## config.mk

```make
export PLATFORM = sky130hd
export DESIGN_NAME = ysyx_23060124_lsu_axi
export DESIGN_NICKNAME = d
export VERILOG_FILES = /design/src/rtl/ysyx_23060124_lsu_axi.sv
export SDC_FILE = /design/constraint.sdc
export NUM_CORES = 1
export LEC_CHECK = 0
export ABC_AREA = 1
export ABC_CLOCK_PERIOD_IN_PS = 1700
export CORE_AREA = 2 2 130 132
export CTS_CLUSTER_SIZE = 12
export DETAILED_ROUTE_END_ITERATION = 12
export DIE_AREA = 0 0 132 134
export HOLD_SLACK_MARGIN = 0.06
export PLACE_DENSITY = 0.76
export SYNTH_ARGS = -nofsm -noshare
export SYNTH_HDL_FRONTEND = slang
export SYNTH_SLANG_ARGS = --single-unit
export TNS_END_PERCENT = 100
```

## constraint.sdc

```tcl
create_clock -name clock -period 1.7 [get_ports clock]
set_clock_uncertainty 0.2 [all_clocks]
set_input_delay 0.255 -clock clock [delete_from_list [all_inputs] [get_ports clock]]
set_output_delay 0.255 -clock clock [all_outputs]
set_load 0.005 [all_outputs]
```

## src/rtl/ysyx_23060124_lsu_axi.sv

```systemverilog
// ysyx_23060124_lsu_axi: single-beat AXI4 load/store unit between EXU and WBU.
// Define LSU_MISALIGN_CHK_EN to fault misaligned accesses without issuing bus traffic.
module ysyx_23060124_lsu_axi #(
    parameter int DATA_W = 32,
    parameter int ADDR_W = 32,
    parameter int AXI_ID = 0
) (
    input  logic                  clock,
    input  logic                  i_rst_n,
    input  logic                  i_pre_valid,
    output logic                  o_pre_ready,
    input  logic                  i_load,
    input  logic                  i_store,
    input  logic [2:0]            i_opt,
    input  logic [ADDR_W-1:0]     i_addr,
    input  logic [DATA_W-1:0]     i_wdata,
    output logic                  o_post_valid,
    input  logic                  i_post_ready,
    output logic [DATA_W-1:0]     o_rdata,
    output logic                  o_err,
    output logic                  M_AXI_ARVALID,
    input  logic                  M_AXI_ARREADY,
    output logic [ADDR_W-1:0]     M_AXI_ARADDR,
    output logic [3:0]            M_AXI_ARID,
    output logic [7:0]            M_AXI_ARLEN,
    output logic [2:0]            M_AXI_ARSIZE,
    output logic [1:0]            M_AXI_ARBURST,
    input  logic                  M_AXI_RVALID,
    output logic                  M_AXI_RREADY,
    input  logic [DATA_W-1:0]     M_AXI_RDATA,
    input  logic [1:0]            M_AXI_RRESP,
    input  logic                  M_AXI_RLAST,
    input  logic [3:0]            M_AXI_RID,
    output logic                  M_AXI_AWVALID,
    input  logic                  M_AXI_AWREADY,
    output logic [ADDR_W-1:0]     M_AXI_AWADDR,
    output logic [3:0]            M_AXI_AWID,
    output logic [7:0]            M_AXI_AWLEN,
    output logic [2:0]            M_AXI_AWSIZE,
    output logic [1:0]            M_AXI_AWBURST,
    output logic                  M_AXI_WVALID,
    input  logic                  M_AXI_WREADY,
    output logic [DATA_W-1:0]     M_AXI_WDATA,
    output logic [DATA_W/8-1:0]   M_AXI_WSTRB,
    output logic                  M_AXI_WLAST,
    input  logic                  M_AXI_BVALID,
    output logic                  M_AXI_BREADY,
    input  logic [1:0]            M_AXI_BRESP,
    input  logic [3:0]            M_AXI_BID
);
    localparam int STRB_W = DATA_W / 8;
    localparam int OFF_W = $clog2(STRB_W);
    typedef enum logic [2:0] {IDLE, AR, R, AWW, B, RESP} state_t;
    state_t state, state_nx;
    logic [ADDR_W-1:0] addr;
    logic [DATA_W-1:0] wdata, rshift, mask, rext;
    logic [2:0] opt;
    logic [OFF_W-1:0] off;
    logic [STRB_W-1:0] smask;
    logic [6:0] nbits;
    logic aw_done, w_done, aw_hs, w_hs, accept, bad, mis, req_err, unused_ok;
`ifdef LSU_MISALIGN_CHK_EN
    assign mis = (i_opt[1:0] == 2'd1 && i_addr[0]) || (i_opt[1:0] == 2'd2 && i_addr[1:0] != 2'd0) ||
                 (i_opt[1:0] == 2'd3 && i_addr[2:0] != 3'd0);
`else
    assign mis = 1'b0;
`endif
    // Doubleword and lwu only exist on a 64-bit bus
    assign bad = (DATA_W == 32) && (i_opt == 3'b011 || i_opt == 3'b110);
    assign req_err = (i_load || i_store) && (bad || mis);
    assign accept = i_pre_valid && o_pre_ready;
    assign o_pre_ready = i_rst_n && state == IDLE;
    assign o_post_valid = state == RESP;
    assign M_AXI_ARVALID = state == AR;
    assign M_AXI_RREADY = state == R;
    assign M_AXI_AWVALID = state == AWW && !aw_done;
    assign M_AXI_WVALID = state == AWW && !w_done;
    assign M_AXI_BREADY = state == B;
    assign aw_hs = M_AXI_AWVALID && M_AXI_AWREADY;
    assign w_hs = M_AXI_WVALID && M_AXI_WREADY;
    assign M_AXI_ARADDR = addr;
    assign M_AXI_AWADDR = addr;
    assign M_AXI_ARID = 4'(AXI_ID);
    assign M_AXI_AWID = 4'(AXI_ID);
    assign M_AXI_ARLEN = 8'd0;
    assign M_AXI_AWLEN = 8'd0;
    assign M_AXI_ARBURST = 2'b01;
    assign M_AXI_AWBURST = 2'b01;
    assign M_AXI_ARSIZE = {1'b0, opt[1:0]};
    assign M_AXI_AWSIZE = {1'b0, opt[1:0]};
    assign off = addr[OFF_W-1:0];
    assign smask = ~({STRB_W{1'b1}} << (4'd1 << opt[1:0]));
    assign M_AXI_WDATA = wdata << {off, 3'b000};
    assign M_AXI_WSTRB = smask << off;
    assign M_AXI_WLAST = 1'b1;
    // Lanes past the top of the bus shift out as zeros, so oversized accesses truncate
    assign rshift = M_AXI_RDATA >> {off, 3'b000};
    assign nbits = 7'd8 << opt[1:0];
    assign mask = ~({DATA_W{1'b1}} << nbits);
    assign rext = (rshift & mask) | ({DATA_W{!opt[2] && |(rshift & mask & ~(mask >> 1))}} & ~mask);
    assign unused_ok = ^{M_AXI_RID, M_AXI_BID};
    always_comb begin
        state_nx = state;
        case (state)
            IDLE: if (accept) state_nx = (req_err || !(i_load || i_store)) ? RESP : i_load ? AR : AWW;
            AR: if (M_AXI_ARREADY) state_nx = R;
            R: if (M_AXI_RVALID && M_AXI_RLAST) state_nx = RESP;
            AWW: if ((aw_done || aw_hs) && (w_done || w_hs)) state_nx = B;
            B: if (M_AXI_BVALID) state_nx = RESP;
            RESP: if (i_post_ready) state_nx = IDLE;
            default: state_nx = IDLE;
        endcase
    end
    always_ff @(posedge clock or negedge i_rst_n) begin
        if (!i_rst_n) state <= IDLE;
        else state <= state_nx;
    end
    always_ff @(posedge clock or negedge i_rst_n) begin
        if (!i_rst_n) begin
            {addr, wdata, opt, aw_done, w_done, o_rdata, o_err} <= '0;
        end else begin
            if (accept) begin
                addr <= i_addr;
                wdata <= i_wdata;
                opt <= i_opt;
                aw_done <= 1'b0;
                w_done <= 1'b0;
                o_rdata <= '0;
                o_err <= req_err;
            end
            if (aw_hs) aw_done <= 1'b1;
            if (w_hs) w_done <= 1'b1;
            if (state == R && M_AXI_RVALID && M_AXI_RLAST) begin
                o_rdata <= rext;
                o_err <= |M_AXI_RRESP;
            end
            if (state == B && M_AXI_BVALID) o_err <= |M_AXI_BRESP;
        end
    end
endmodule

```

# Yosys cells after proc, flatten, opt, wreduce, memory -nomap -nowiden
# Index checks and enable logic that the tools add are counted.
totals:
  regBits: 105
  input_bits: 123
  out_inout_bits: 175
  wordCells: 84
classes:
  n_eq_ne: 13
  shifts: 7
  mux: 17
  bitwise: 8
  n_reduce_logical: 31
op_table:
  columns: ["op", "n"]
  rows:
  - ["$and A32 B32 Y32", 3]
  - ["$mux W32", 2]
  - ["$not A32 Y32", 2]
  - ["$not A31 Y32", 1]
  - ["$or A32 B32 Y32", 1]
  - ["$reduce_or A32 Y1", 1]
  - ["$shl A32 B5 Y32", 1]
  - ["$shl A32 B7 Y32 const A", 1]
  - ["$shr A32 B5 Y32", 1]
  - ["$mux W3", 7]
  - ["$pmux W3 S6", 1]
  - ["$logic_and A1 B1 Y1", 13]
  - ["$eq A3 B2 Y1 const B", 3]
  - ["$eq A3 B3 Y1 const B", 3]
  - ["$ne A2 B1 Y1 const B", 4]
  - ["$shl A4 B2 Y7 const A", 1]
  - ["$mux W1", 6]
  - ["$reduce_and A6 Y1", 1]
  - ["$reduce_bool A2 Y1", 3]
  - ["$logic_or A1 B1 Y1", 5]
  - ["$logic_not A1 Y1", 4]
  - ["$ne A2 B2 Y1 const B", 2]
  - ["$not A4 Y4", 1]
  - ["$reduce_or A2 Y1", 2]
  - ["other kinds (7)", 7]

# Longest topological paths before layout
# Gate-level depths: netlist of run 1.
logic_depth:
  word_depth: 10
  mapped_depth: 11
  depth_no_buf: 10

# Worst setup path after synthesis of run 1
# OpenSTA, ideal clock, no wires.
synth_timing:
  path_type: "register -> output"
  start: "register addr[0], in the netlist M_AXI_ARADDR[0]"
  end: "output M_AXI_WDATA[24]"
  arrival_ns: 1.295
  required_time_ns: 1.245
  setup_slack_ns: -0.050
  path_stages_with_launch: 7
  path_buffers: 4
  cell_sequence: "dfrtp_1 > buf_2 > buf_2 > buf_2 > buf_4 > a21oi_1 > a22oi_1"
synth_between:
  elab_chain_len: 1
synth_lines:
  columns: ["element", "line", "rtl"]
  rows:
  - ["start, declared", "55", "logic [ADDR_W-1:0] addr;"]
  - ["start signal, assigned", "123", "addr <= i_addr;"]
  - ["$shl A32 B5 Y32", "93", "assign M_AXI_WDATA = wdata << {off, 3'b000};"]
  - ["end, declared", "43", "output logic [DATA_W-1:0] M_AXI_WDATA,"]
# Every way passes these cells.

# Final worst setup path of run 1
layout_timing:
  start: "register addr[0], in the netlist M_AXI_ARADDR[0]"
  end: "register o_rdata[22]"
layout_between:
  elab_chain_len: 8
layout_lines:
  columns: ["element", "line", "rtl"]
  rows:
  - ["$shr A32 B5 Y32 *", "97", "assign rshift = M_AXI_RDATA >> {off, 3'b000};"]
  - ["$and A32 B32 Y32 *", "100", "assign rext = (rshift & mask) | ({DATA_W{!opt[2] && |(rshift & mask & ~(mask >> 1))}} & ~mask);"]
  - ["$and A32 B32 Y32", "100", null]
  - ["$reduce_or A32 Y1", "100", null]
  - ["$logic_and A1 B1 Y1", "100", null]
  - ["$and A32 B32 Y32", "100", null]
  - ["$or A32 B32 Y32 *", "100", null]
  - ["$mux W32 *", "133", "if (state == R && M_AXI_RVALID && M_AXI_RLAST) begin"]
  - ["end signal, assigned", "134", "o_rdata <= rext;"]
  - ["end, declared", "19", "output logic [DATA_W-1:0] o_rdata,"]
# Every way passes the cells marked *; elsewhere a longest branch is shown, timed or not.
# A chain may end at the register's enable or synchronous reset.

==> results.json, run 1 <==
{
  "fin_total_pwr_mw": 21.3,
  "yosys.cell_count.top_type": "sky130_fd_sc_hd__nand2_1",
  "worst_ir_drop_vdd_uv": 1200,
  "coreArea_mm2": 0.0163,
  "vias": 7154,
  "grt_util_all_layers": 0.249,
  "setup_viol_count_final": 146,
  "synth_area_per_cell_um2": 7.49,
  "slew-limit-headroom": 0.559,
  "ant_nets": 0,
  "grt_setup_unrepaired": "yes",
  "tritoncts_num_sinks": 105,
  "worstSetupStartpoint": "M_AXI_ARADDR[0]$_DFFE_PN0P_",
  "hold_class": "primary input to register",
  "detailedPlacementHpwl_um": 14500,
  "synth-edff-count": 0,
  "initial_antenna_violation_count": 0,
  "synth_top_area_share": 0.441,
  "ios": 298,
  "die_height_um": 134,
  "critical_path.startpoint_type": "register",
  "use_met1": 0.302,
  "detailedRoute.firstIterationViolations": 581,
  "asyncSetResetFlopFracSynth": 1.00,
  "clock-root-buffer": "sky130_fd_sc_hd__clkbuf_16",
  "synth.yosys.seq_area_share": 0.441,
  "final_max_slew_viol_count": 0,
  "critPathCaptureType": "register",
  "grt_max_degree": 106,
  "netlist-cell-type-count": 41,
  "synth.cell_area_mm2": 0.00596,
  "reg2regPathDepth": 12,
  "floorplan.rows": 47,
  "first_global_vias": 6627,
  "tritoncts": "yes",
  "synthesis.yosys.warnings": 0,
  "layout-drive-gt1-share": 0.414,
  "cp.required_ps": 1750,
  "final_min_period_over_clock_period": 1.21,
  "finalHoldWorstSlack_ps": 230,
  "route.final.wire_length_um": 26500,
  "grt_pass1_wl_um": 34900,
  "cts_buffer_depth": 2,
  "antenna_cells_inserted": 0,
  "cp_data_arrival_time_ps": 2100,
  "met3_usage": 0.0582,
  "ys_top_cells_by_area": "sky130_fd_sc_hd__dfrtp_1 44%, sky130_fd_sc_hd__nand2_1 22%, sky130_fd_sc_hd__buf_4 9.6%, sky130_fd_sc_hd__o21ai_0 4.5%, sky130_fd_sc_hd__nand3_1 2.9%",
  "firstDrtPassIters": 8,
  "hold_start": "i_wdata[31]",
  "finalHoldViolCount": 0,
  "worst-path-max-fanout": 8,
  "finalWeightedCongestion": 0.886,
  "floorplan.initialDensity": 0.366,
  "wl_per_cell_um": 19.0,
  "worst_setup_hold_path_clk_slew_ps": 80,
  "run_status": "complete, but fails checks",
  "endpoint": "o_rdata[22]$_DFFE_PN0P_",
  "synth_top_flop_cell": "sky130_fd_sc_hd__dfrtp_1",
  "syn_to_final_growth_pct": 94.9,
  "postLayoutSetupSlackWorst_ps": -350,
  "synthTopCellsByCount": "344 x sky130_fd_sc_hd__nand2_1, 105 x sky130_fd_sc_hd__dfrtp_1, 76 x sky130_fd_sc_hd__buf_4, 53 x sky130_fd_sc_hd__o21ai_0, 39 x sky130_fd_sc_hd__nor2_1",
  "rr_startpoint": "M_AXI_ARADDR[0]$_DFFE_PN0P_",
  "r2r-end": "o_rdata[22]$_DFFE_PN0P_",
  "globalRouteMet2Util": 0.431,
  "layout_min_cycle_time_ps": 2050,
  "cts_made_buffers": 9,
  "place_ws_ps": -371,
  "synthesis.instances": 796,
  "power-per-cell-area_mw_per_mm2": 1830,
  "actual_transition_at_the_worst_max_transition_pin_ps": 662,
  "final.fill_count": 1136,
  "cellLeakagePower_nw": 6.15,
  "maximum_capacitance_violations": 0,
  "worst_skew_pair_latency_ps": 360,
  "global_route.peak_usage_layer": "met2",
  "dieArea_mm2": 0.0177,
  "design.final.nets": 1294,
  "failed_checks": "setup timing",
  "numPortBuffers": 258,
  "detail_route.drc_violations": 0,
  "synth.ff_latch_count": 105,
  "netlist.top_cell.by_area": "sky130_fd_sc_hd__dfrtp_1",
  "final_core_utilization": 0.713,
  "maximum_level_of_the_cts_h_tree": 3,
  "timing.fmax_ghz": 0.488,
  "flop2flop_setup_slack_ps": -350,
  "gr-total-overflow": 0,
  "die_width_um": 132,
  "vias_per_cell": 5.13,
  "worst-setup-path-type": "register to register"
}
repair_timing:
| item | 4_1_cts | 5_1_grt |
|---|---|---|
| cloned | 10 | 16 |
| pin swaps | 33 | 94 |
| setup buffers | 67 | 29 |
| hold buffers | 1 | 0 |
| hold endpoints to repair | 105 | 0 |
| gates resized for setup | 410 | 279 |
| setup endpoints to repair | 187 | 188 |
critical path: stages (launching register included):
cell and delay (ps):
sky130_fd_sc_hd__dfrtp_2 450, sky130_fd_sc_hd__buf_12 150, sky130_fd_sc_hd__buf_16 140, sky130_fd_sc_hd__buf_16 150, sky130_fd_sc_hd__nand2_8 80, sky130_fd_sc_hd__nand3_4 100, sky130_fd_sc_hd__nand3_4 80, sky130_fd_sc_hd__nand3_4 100
sky130_fd_sc_hd__buf_12 150, sky130_fd_sc_hd__nand3_4 110, sky130_fd_sc_hd__nand2_2 80, sky130_fd_sc_hd__nand2_2 90, sky130_fd_sc_hd__nand2_2 50
cell type report:
class	instances	area, um2	share of cell area
clock inverters	6	108	0.00927
multi-input cells	577	3560	0.307
clock buffers	9	225	0.0194
repair inverters	1	16.3	0.00140
repair buffers	441	4620	0.398
well taps	220	275	0.0237
inverters	36	181	0.0156
flip-flops and latches	105	2630	0.227
registers in the layout, indices dropped and copies added, names as in the netlist:
name and count:
state 3, opt 3, o_rdata 32, M_AXI_ARADDR 32, w_done 1, o_err 1, aw_done 1, wdata 32
routing by layer:
layer | part of all wire | wire length, um
met4 | 0.045 | 1180
met2 | 0.52 | 13800
met3 | 0.081 | 2140
met5 | 0 | 0
met1 | 0.35 | 9310
worst min-delay path by stage:
| stage | to | slack (ps) | depth (start not counted) |
|---|---|---|---|
| finish | wdata[31]$_DFFE_PN0P_ | 230 | 3 |
| global route | M_AXI_ARADDR[31]$_DFFE_PN0P_ | 230 | 3 |
| CTS | M_AXI_ARADDR[31]$_DFFE_PN0P_ | 210 | 3 |
| detailed placement | o_rdata[7]$_DFFE_PN0P_ | 200 | 2 |
| global placement | o_err$_DFFE_PN0P_ | 190 | 2 |
| floorplan | M_AXI_ARADDR[0]$_DFFE_PN0P_ | -240 | 0 |
cell families (layout without fill, tap and decap cells):
kind of cell | after synthesis | in the layout | synth area share
AOI/OAI and AO/OA | 106 | 106 | 0.0995
other | 2 | 31 | 0.00126
and+or+nand+nor | 439 | 440 | 0.304
DFF | 105 | 105 | 0.441
buffers and inverters | 144 | 493 | 0.155
cells in the final DEF, fill, tap and decap left out, drive strengths merged, types with 2 or more instances in the layout:
| master | instances |
|---|---|
| a21oi | 24 |
| a22oi | 9 |
| buf | 215 |
| bufbuf | 2 |
| bufinv | 3 |
| clkbuf | 23 |
| clkdlybuf4s50 | 127 |
| clkinv | 2 |
| conb | 31 |
| dfrtp | 105 |
| dlygate4sd2 | 53 |
| dlymetal6s2s | 29 |
| inv | 37 |
| nand2 | 349 |
| nand3 | 39 |
| nor2 | 43 |
| nor3 | 3 |
| o211ai | 6 |
| o21ai | 55 |
| o22ai | 8 |
| or2 | 2 |
power breakdown:
part / total (mW) / internal [mW] / switching, mW
clock: 2.42 / 1.43 / 0.993
combinational: 14.3 / 7.43 / 6.84
sequential: 4.56 / 3.59 / 0.974
metrics by stage:
step	instances	setup TNS, ps	instance area (um2)
after CTS	1355	-14520	10200
after detailed placement	1264	-16020	8800
after global placement	1264	-14340	8800
after global routing	1395	-34850	11600
final	1395	-26010	11600
after floorplan	825	0	6070
Power figures use the tool's default switching activity.
==> run 2, diff against run 1 <==
--- a/config.mk
+++ b/config.mk
@@ -12,7 +12,7 @@
 export DETAILED_ROUTE_END_ITERATION = 12
 export DIE_AREA = 0 0 132 134
 export HOLD_SLACK_MARGIN = 0.06
-export PLACE_DENSITY = 0.76
+export PLACE_DENSITY = 0.82
 export SYNTH_ARGS = -nofsm -noshare
 export SYNTH_HDL_FRONTEND = slang
 export SYNTH_SLANG_ARGS = --single-unit
==> run 2 against run 1 <==
  * The flow still finishes with violations (setup timing)
  * Cell area grew 3.1%
  * Power grew 1.2%
  * Die area is the same
  * Maximum frequency shrank 2.3%
  * Clock power shrank 11%
  * Sequential power shrank 2%
  * Non-clock buffer count grew 5
  * Flip-flop and latch count is the same
  * Routed wire length grew 7.0%
  * Highest routed layer unchanged
  * Sequential share of layout area shrank 0.66 points
==> results.json, run 2 (synthesized netlist as in run 1, its figures left out) <==
{
  "run_status": "complete, but fails checks",
  "failed_checks": "setup timing",
  "grt_util_all_layers": 0.259,
  "grt_pass1_wl_um": 36100,
  "initial_antenna_violation_count": 0,
  "actual_transition_at_the_worst_max_transition_pin_ps": 578,
  "detailedPlacementHpwl_um": 14500,
  "firstDrtPassIters": 7,
  "gr-total-overflow": 0,
  "floorplan.initialDensity": 0.366,
  "grt_max_degree": 106,
  "critical_path.startpoint_type": "register",
  "detail_route.drc_violations": 0,
  "layout_min_cycle_time_ps": 2100,
  "fin_total_pwr_mw": 21.5,
  "top_signal_layer_used": "met4",
  "wl_per_cell_um": 20.2,
  "slew-limit-headroom": 0.615,
  "rr_startpoint": "M_AXI_ARADDR[0]$_DFFE_PN0P_",
  "final_min_period_over_clock_period": 1.23,
  "worst-setup-path-type": "register to primary output",
  "dieArea_mm2": 0.0177,
  "floorplan.rows": 47,
  "critPathCaptureType": "primary output",
  "power-per-cell-area_mw_per_mm2": 1800,
  "regArea_mm2": 0.00263,
  "finalHoldWorstSlack_ps": 245,
  "worstSetupStartpoint": "M_AXI_ARADDR[0]$_DFFE_PN0P_",
  "finalWeightedCongestion": 0.952,
  "vias_per_cell": 5.18,
  "final_max_slew_viol_count": 0,
  "multi_input_comb_area_mm2": 0.00384,
  "cp.required_ps": 1240,
  "final.fill_count": 1058,
  "first_global_vias": 6669,
  "cp_data_arrival_time_ps": 1640,
  "timing.fmax_ghz": 0.477,
  "ios": 298,
  "tritoncts_num_sinks": 105,
  "worst_skew_pair_latency_ps": 350,
  "coreArea_mm2": 0.0163,
  "vias": 7264,
  "maximum_level_of_the_cts_h_tree": 3,
  "antenna_cells_inserted": 0,
  "cts_buffer_depth": 2,
  "cts_made_buffers": 9,
  "clock-root-buffer": "sky130_fd_sc_hd__clkbuf_16",
  "dr_wl_met3_um": 2050,
  "most_used_cells_in_the_layout_excluding_fill_and_tap_cells": "191 x sky130_fd_sc_hd__nand2_1, 130 x sky130_fd_sc_hd__clkdlybuf4s50_1, 102 x sky130_fd_sc_hd__buf_4",
  "cellLeakagePower_nw": 6.58,
  "finalHoldViolCount": 0,
  "dr_wl_met2_um": 14600,
  "tritoncts": "yes",
  "worst_ir_drop_vdd_uv": 1000,
  "detailedRoute.firstIterationViolations": 505,
  "wirelength_met1_um": 10400,
  "worst-path-max-fanout": 5,
  "hold_class": "primary input to register",
  "route.final.wire_length_um": 28300,
  "numPortBuffers": 258,
  "worst_setup_hold_path_clk_slew_ps": 80,
  "layout-drive-gt1-share": 0.457,
  "ant_nets": 0,
  "fin_tns_setup_ps": -27690,
  "setup_viol_count_final": 151,
  "grt_setup_unrepaired": "yes",
  "leading_cell_type_in_the_layout_fill_and_taps_excluded": "sky130_fd_sc_hd__nand2_1",
  "maximum_capacitance_violations": 0,
  "die_width_um": 132,
  "die_height_um": 134,
  "hold_start": "i_wdata[20]",
  "design.final.nets": 1301,
  "postLayoutSetupSlackWorst_ps": -398,
  "syn_to_final_growth_pct": 101
}
==> run 2: cell count changes in the layout (fill, tap and decap cells not counted), sizes merged, moves of 3 or more <==
cell,change
inv,-4
dlygate4sd2,-16
dlymetal6s2s,+12
clkinv,+6
buf,+7
clkdlybuf4s50,+3
==> run 2: area by class of cell <==
type,count,area share
Sequential cell,105,0.220
Clock inverter,5,0.00470
Multi-Input combinational cell,577,0.321
Timing Repair Buffer,446,0.391
Timing Repair inverter,3,0.00366
Inverter,36,0.0168
Tap cell,220,0.0230
Clock buffer,10,0.0200
==> run 2: power breakdown <==
group	internal [mW]	total [mW]	switching, mW
clock network	1.17	2.16	0.984
logic	7.62	14.9	7.27
registers	3.59	4.45	0.860
total	12.4	21.5	9.12
==> run 2: per-stage QoR <==
step / instances / utilization / area [um2] / setup slack (ps)
2_1_floorplan: 825 / - / 6070 / 11.2
3_3_place_gp: 1261 / 0.538 / 8760 / -324
3_5_place_dp: 1261 / 0.538 / 8760 / -358
4_1_cts: 1358 / 0.637 / 10400 / -346
5_1_grt: 1402 / 0.735 / 12000 / -462
6_report: 1402 / 0.735 / 12000 / -398
==> run 2: critical path, stage by stage (launching register included) <==
cell and delay (ps):
sky130_fd_sc_hd__dfrtp_2 420, sky130_fd_sc_hd__buf_6 150, sky130_fd_sc_hd__buf_6 120, sky130_fd_sc_hd__buf_4 130, sky130_fd_sc_hd__nand2_2 70, sky130_fd_sc_hd__o21ai_2 70, sky130_fd_sc_hd__a22oi_2 180, sky130_fd_sc_hd__buf_2 150
==> run 2: routing by layer <==
metal  GRT usage  up-vias
met3      0.0491      119
met2       0.460      435
met5           0        -
met4       0.112        0
li1            -     3211
met1       0.307     3499
==> run 2: repair_timing <==
| action | 4_1_cts | 5_1_grt |
|---|---|---|
| gates resized for setup | 459 | 317 |
| gates cloned | 13 | 16 |
| endpoints found under the setup margin | 145 | 195 |
| buffers inserted | 70 | 31 |
| endpoints found under the hold margin | 105 | 0 |
| hold buffers | 1 | 0 |
| pin swaps | 62 | 71 |
==> run 2: path summary, 6_finish.rpt <==
path | to | slack [ps] | cells past startpoint
min in group asynchronous | M_AXI_ARADDR[17]$_DFFE_PN0P_ | 400 | 3
worst min-delay path | wdata[20]$_DFFE_PN0P_ | 250 | 3
worst min register to register | o_rdata[19]$_DFFE_PN0P_ | 280 | 2
max in group asynchronous | M_AXI_ARADDR[0]$_DFFE_PN0P_ | 450 | 3
worst max-delay path | M_AXI_WDATA[27] | -400 | 7
worst max register to register | o_rdata[23]$_DFFE_PN0P_ | -390 | 12
==> run 3, diff against run 2 <==
--- a/config.mk
+++ b/config.mk
@@ -7,10 +7,10 @@
 export LEC_CHECK = 0
 export ABC_AREA = 1
 export ABC_CLOCK_PERIOD_IN_PS = 1700
-export CORE_AREA = 2 2 130 132
+export CORE_AREA = 2 2 99 173
 export CTS_CLUSTER_SIZE = 12
 export DETAILED_ROUTE_END_ITERATION = 12
-export DIE_AREA = 0 0 132 134
+export DIE_AREA = 0 0 101 175
 export HOLD_SLACK_MARGIN = 0.06
 export PLACE_DENSITY = 0.82
 export SYNTH_ARGS = -nofsm -noshare
==> run 3 against run 2 <==
  * The flow still finishes with violations (setup timing)
  * Combinational power shrank 7%
  * Hold slack worse by 12 ps
  * Critical path depth shrank 2
  * Largest power group unchanged
  * Via count is 1.5% lower
  * Critical endpoint is now M_AXI_WDATA[29]
  * Largest cell class unchanged
==> results.json, run 3 (synthesized netlist as in run 1, its figures left out) <==
{
  "crit_path_top_delay_cell": "sky130_fd_sc_hd__dfrtp_2",
  "hold_critical_path_depth": 3,
  "worst_skew_pair_latency_ps": 340,
  "design.final.nets": 1298,
  "final_min_period_over_clock_period": 1.23,
  "worst-path-max-fanout": 7,
  "maximum_level_of_the_cts_h_tree": 3,
  "endpoint_of_the_worst_hold_path": "wdata[25]$_DFFE_PN0P_",
  "slew-limit-headroom": 0.596,
  "detailedPlacementHpwl_um": 15100,
  "run_status": "complete, but fails checks",
  "cts_buffer_depth": 2,
  "floorplan.initialDensity": 0.366,
  "reg2regPathDepth": 11,
  "layout_min_cycle_time_ps": 2100,
  "finalHoldViolCount": 0,
  "die_width_um": 101,
  "dieArea_mm2": 0.0177,
  "vias": 7155,
  "tritoncts_num_sinks": 105,
  "antenna_cells_inserted": 0,
  "maximum_capacitance_violations": 0,
  "syn_to_final_growth_pct": 91.8,
  "detail_route.drc_violations": 0,
  "top_family_by_delay_on_critical_path": "flip-flops",
  "worst-setup-path-type": "register to primary output",
  "worst_ir_drop_vdd_uv": 1260,
  "critPathCaptureType": "primary output",
  "crit_path_max_incr_delay_ps": 520,
  "r2r-end": "o_rdata[31]$_DFFE_PN0P_",
  "flop2flop_setup_slack_ps": -350,
  "hold_start": "i_wdata[25]",
  "grt_max_degree": 106,
  "worst_setup_hold_path_clk_slew_ps": 80,
  "tritoncts": "yes",
  "wl_per_cell_um": 19.8,
  "path_cells": "buf_6, buf_4, a21oi_2, a22oi_2, buf_2",
  "timing.fmax_ghz": 0.477,
  "initial_antenna_violation_count": 0,
  "postPlaceCellArea_mm2": 0.00878,
  "route.final.wire_length_um": 27200,
  "die_height_um": 175,
  "numPortBuffers": 258,
  "floorplan.rows": 62,
  "ant_nets": 0,
  "grt_pass1_wl_um": 37300,
  "layout-drive-gt1-share": 0.438,
  "postLayoutSetupSlackWorst_ps": -398,
  "cp.required_ps": 1240,
  "rr_startpoint": "M_AXI_ARADDR[0]$_DFFE_PN0P_",
  "first_global_vias": 7102,
  "actual_transition_at_the_worst_max_transition_pin_ps": 606,
  "grt_setup_unrepaired": "yes",
  "clock-root-buffer": "sky130_fd_sc_hd__clkbuf_16",
  "cts_made_buffers": 9,
  "final_design_area_no_fill_mm2": 0.0114,
  "final_max_slew_viol_count": 0,
  "fin_total_pwr_mw": 20.8,
  "finalWeightedCongestion": 0.933,
  "ios": 298,
  "gr-total-overflow": 0,
  "cp_data_arrival_time_ps": 1640,
  "firstDrtPassIters": 5,
  "setup_viol_count_final": 150,
  "cellLeakagePower_nw": 6.05,
  "most_used_cells_in_the_layout_excluding_fill_and_tap_cells": "193 x sky130_fd_sc_hd__nand2_1, 127 x sky130_fd_sc_hd__clkdlybuf4s50_1, 120 x sky130_fd_sc_hd__nand2_2",
  "vias_per_cell": 5.22,
  "critical_path.startpoint_type": "register",
  "coreArea_mm2": 0.0163,
  "critPathBufInv": 3,
  "leading_cell_type_in_the_layout_fill_and_taps_excluded": "sky130_fd_sc_hd__nand2_1",
  "power-per-cell-area_mw_per_mm2": 1820,
  "detailedRoute.firstIterationViolations": 353,
  "hold_class": "primary input to register",
  "fin_tns_setup_ps": -27410,
  "failed_checks": "setup timing",
  "grt_util_all_layers": 0.275
}
-- run 3: cell types whose count changed in the layout (fill, tap and decap cells not counted), moves of 5 or more --
cell                             before  now
sky130_fd_sc_hd__nand2_2             95  120
sky130_fd_sc_hd__nor2_2               5   12
sky130_fd_sc_hd__nand2_4             60   32
sky130_fd_sc_hd__clkbuf_16           21   13
sky130_fd_sc_hd__a21oi_1              7   16
sky130_fd_sc_hd__o21ai_2             31   15
sky130_fd_sc_hd__o21ai_4              3    8
sky130_fd_sc_hd__buf_6               47   62
sky130_fd_sc_hd__nor2_4              16    9
sky130_fd_sc_hd__o21ai_0             10   17
sky130_fd_sc_hd__dlygate4sd2_1       37   56
sky130_fd_sc_hd__a21oi_2             12    7
sky130_fd_sc_hd__dlymetal6s2s_1      41   27
-- run 3: power breakdown --
part	total, mW	internal [mW]	switching [mW]
clock network	2.24	1.21	1.03
registers	4.64	3.59	1.06
logic	13.9	7.06	6.86
-- run 3: metal layers --
metal / global-route usage / routed length, um / vias to the layer above
met1: 0.284 / 8970 / 3403
li1: - / - / 3190
met2: 0.508 / 14800 / 433
met5: 0 / 0 / -
met4: 0.164 / 1860 / 0
met3: 0.0400 / 1500 / 129
-- run 3: worst max-delay path by stage --
stage | start | end | cells after the start | slack, ps
after floorplan | M_AXI_ARADDR[0]$_DFFE_PN0P_ | M_AXI_WDATA[24] | 6 | 10
after global placement | M_AXI_ARADDR[0]$_DFFE_PN0P_ | M_AXI_WDATA[16] | 5 | -330
after detailed placement | M_AXI_ARADDR[0]$_DFFE_PN0P_ | M_AXI_WDATA[24] | 5 | -330
after CTS | M_AXI_ARADDR[0]$_DFFE_PN0P_ | M_AXI_WDATA[31] | 6 | -350
after global routing | M_AXI_ARADDR[0]$_DFFE_PN0P_ | M_AXI_WDATA[31] | 6 | -400
final | M_AXI_ARADDR[0]$_DFFE_PN0P_ | M_AXI_WDATA[29] | 5 | -400
-- run 3: stage by stage --
stage / utilization / std cells / setup slack [ps] / hold WS [ps]
2_1_floorplan: - / 825 / 11.2 / -241
3_3_place_gp: 0.539 / 1241 / -330 / 240
3_5_place_dp: 0.539 / 1241 / -328 / 244
4_1_cts: 0.649 / 1349 / -348 / 225
5_1_grt: 0.702 / 1372 / -401 / 244
6_report: 0.702 / 1372 / -398 / 233
-- run 3: layout make-up --
type	instances	area, um2
sequential	105	2630
timing repair buffer	444	4440
tap	192	240
multi-input combinational	577	3600
inverter	36	171
clock buffer	10	239
fill	1126	4860
clock inverter	6	72.6
timing repair inverter	2	27.5
-- run 3: worst min-delay path, stage by stage --
cell                              delay [ps]
sky130_fd_sc_hd__clkdlybuf4s50_1         390
sky130_fd_sc_hd__nand2_1                  60
sky130_fd_sc_hd__nand2_1                  40
-- run 3: what timing repair did --
action                                  4_1_cts  5_1_grt
endpoints found under the setup margin      219      185
hold endpoints to repair                    105        0
hold buffers                                  1        0
setup buffers                                81       30
gates resized for setup                     508      225
pin swaps                                    85       64
gates cloned                                 15        5
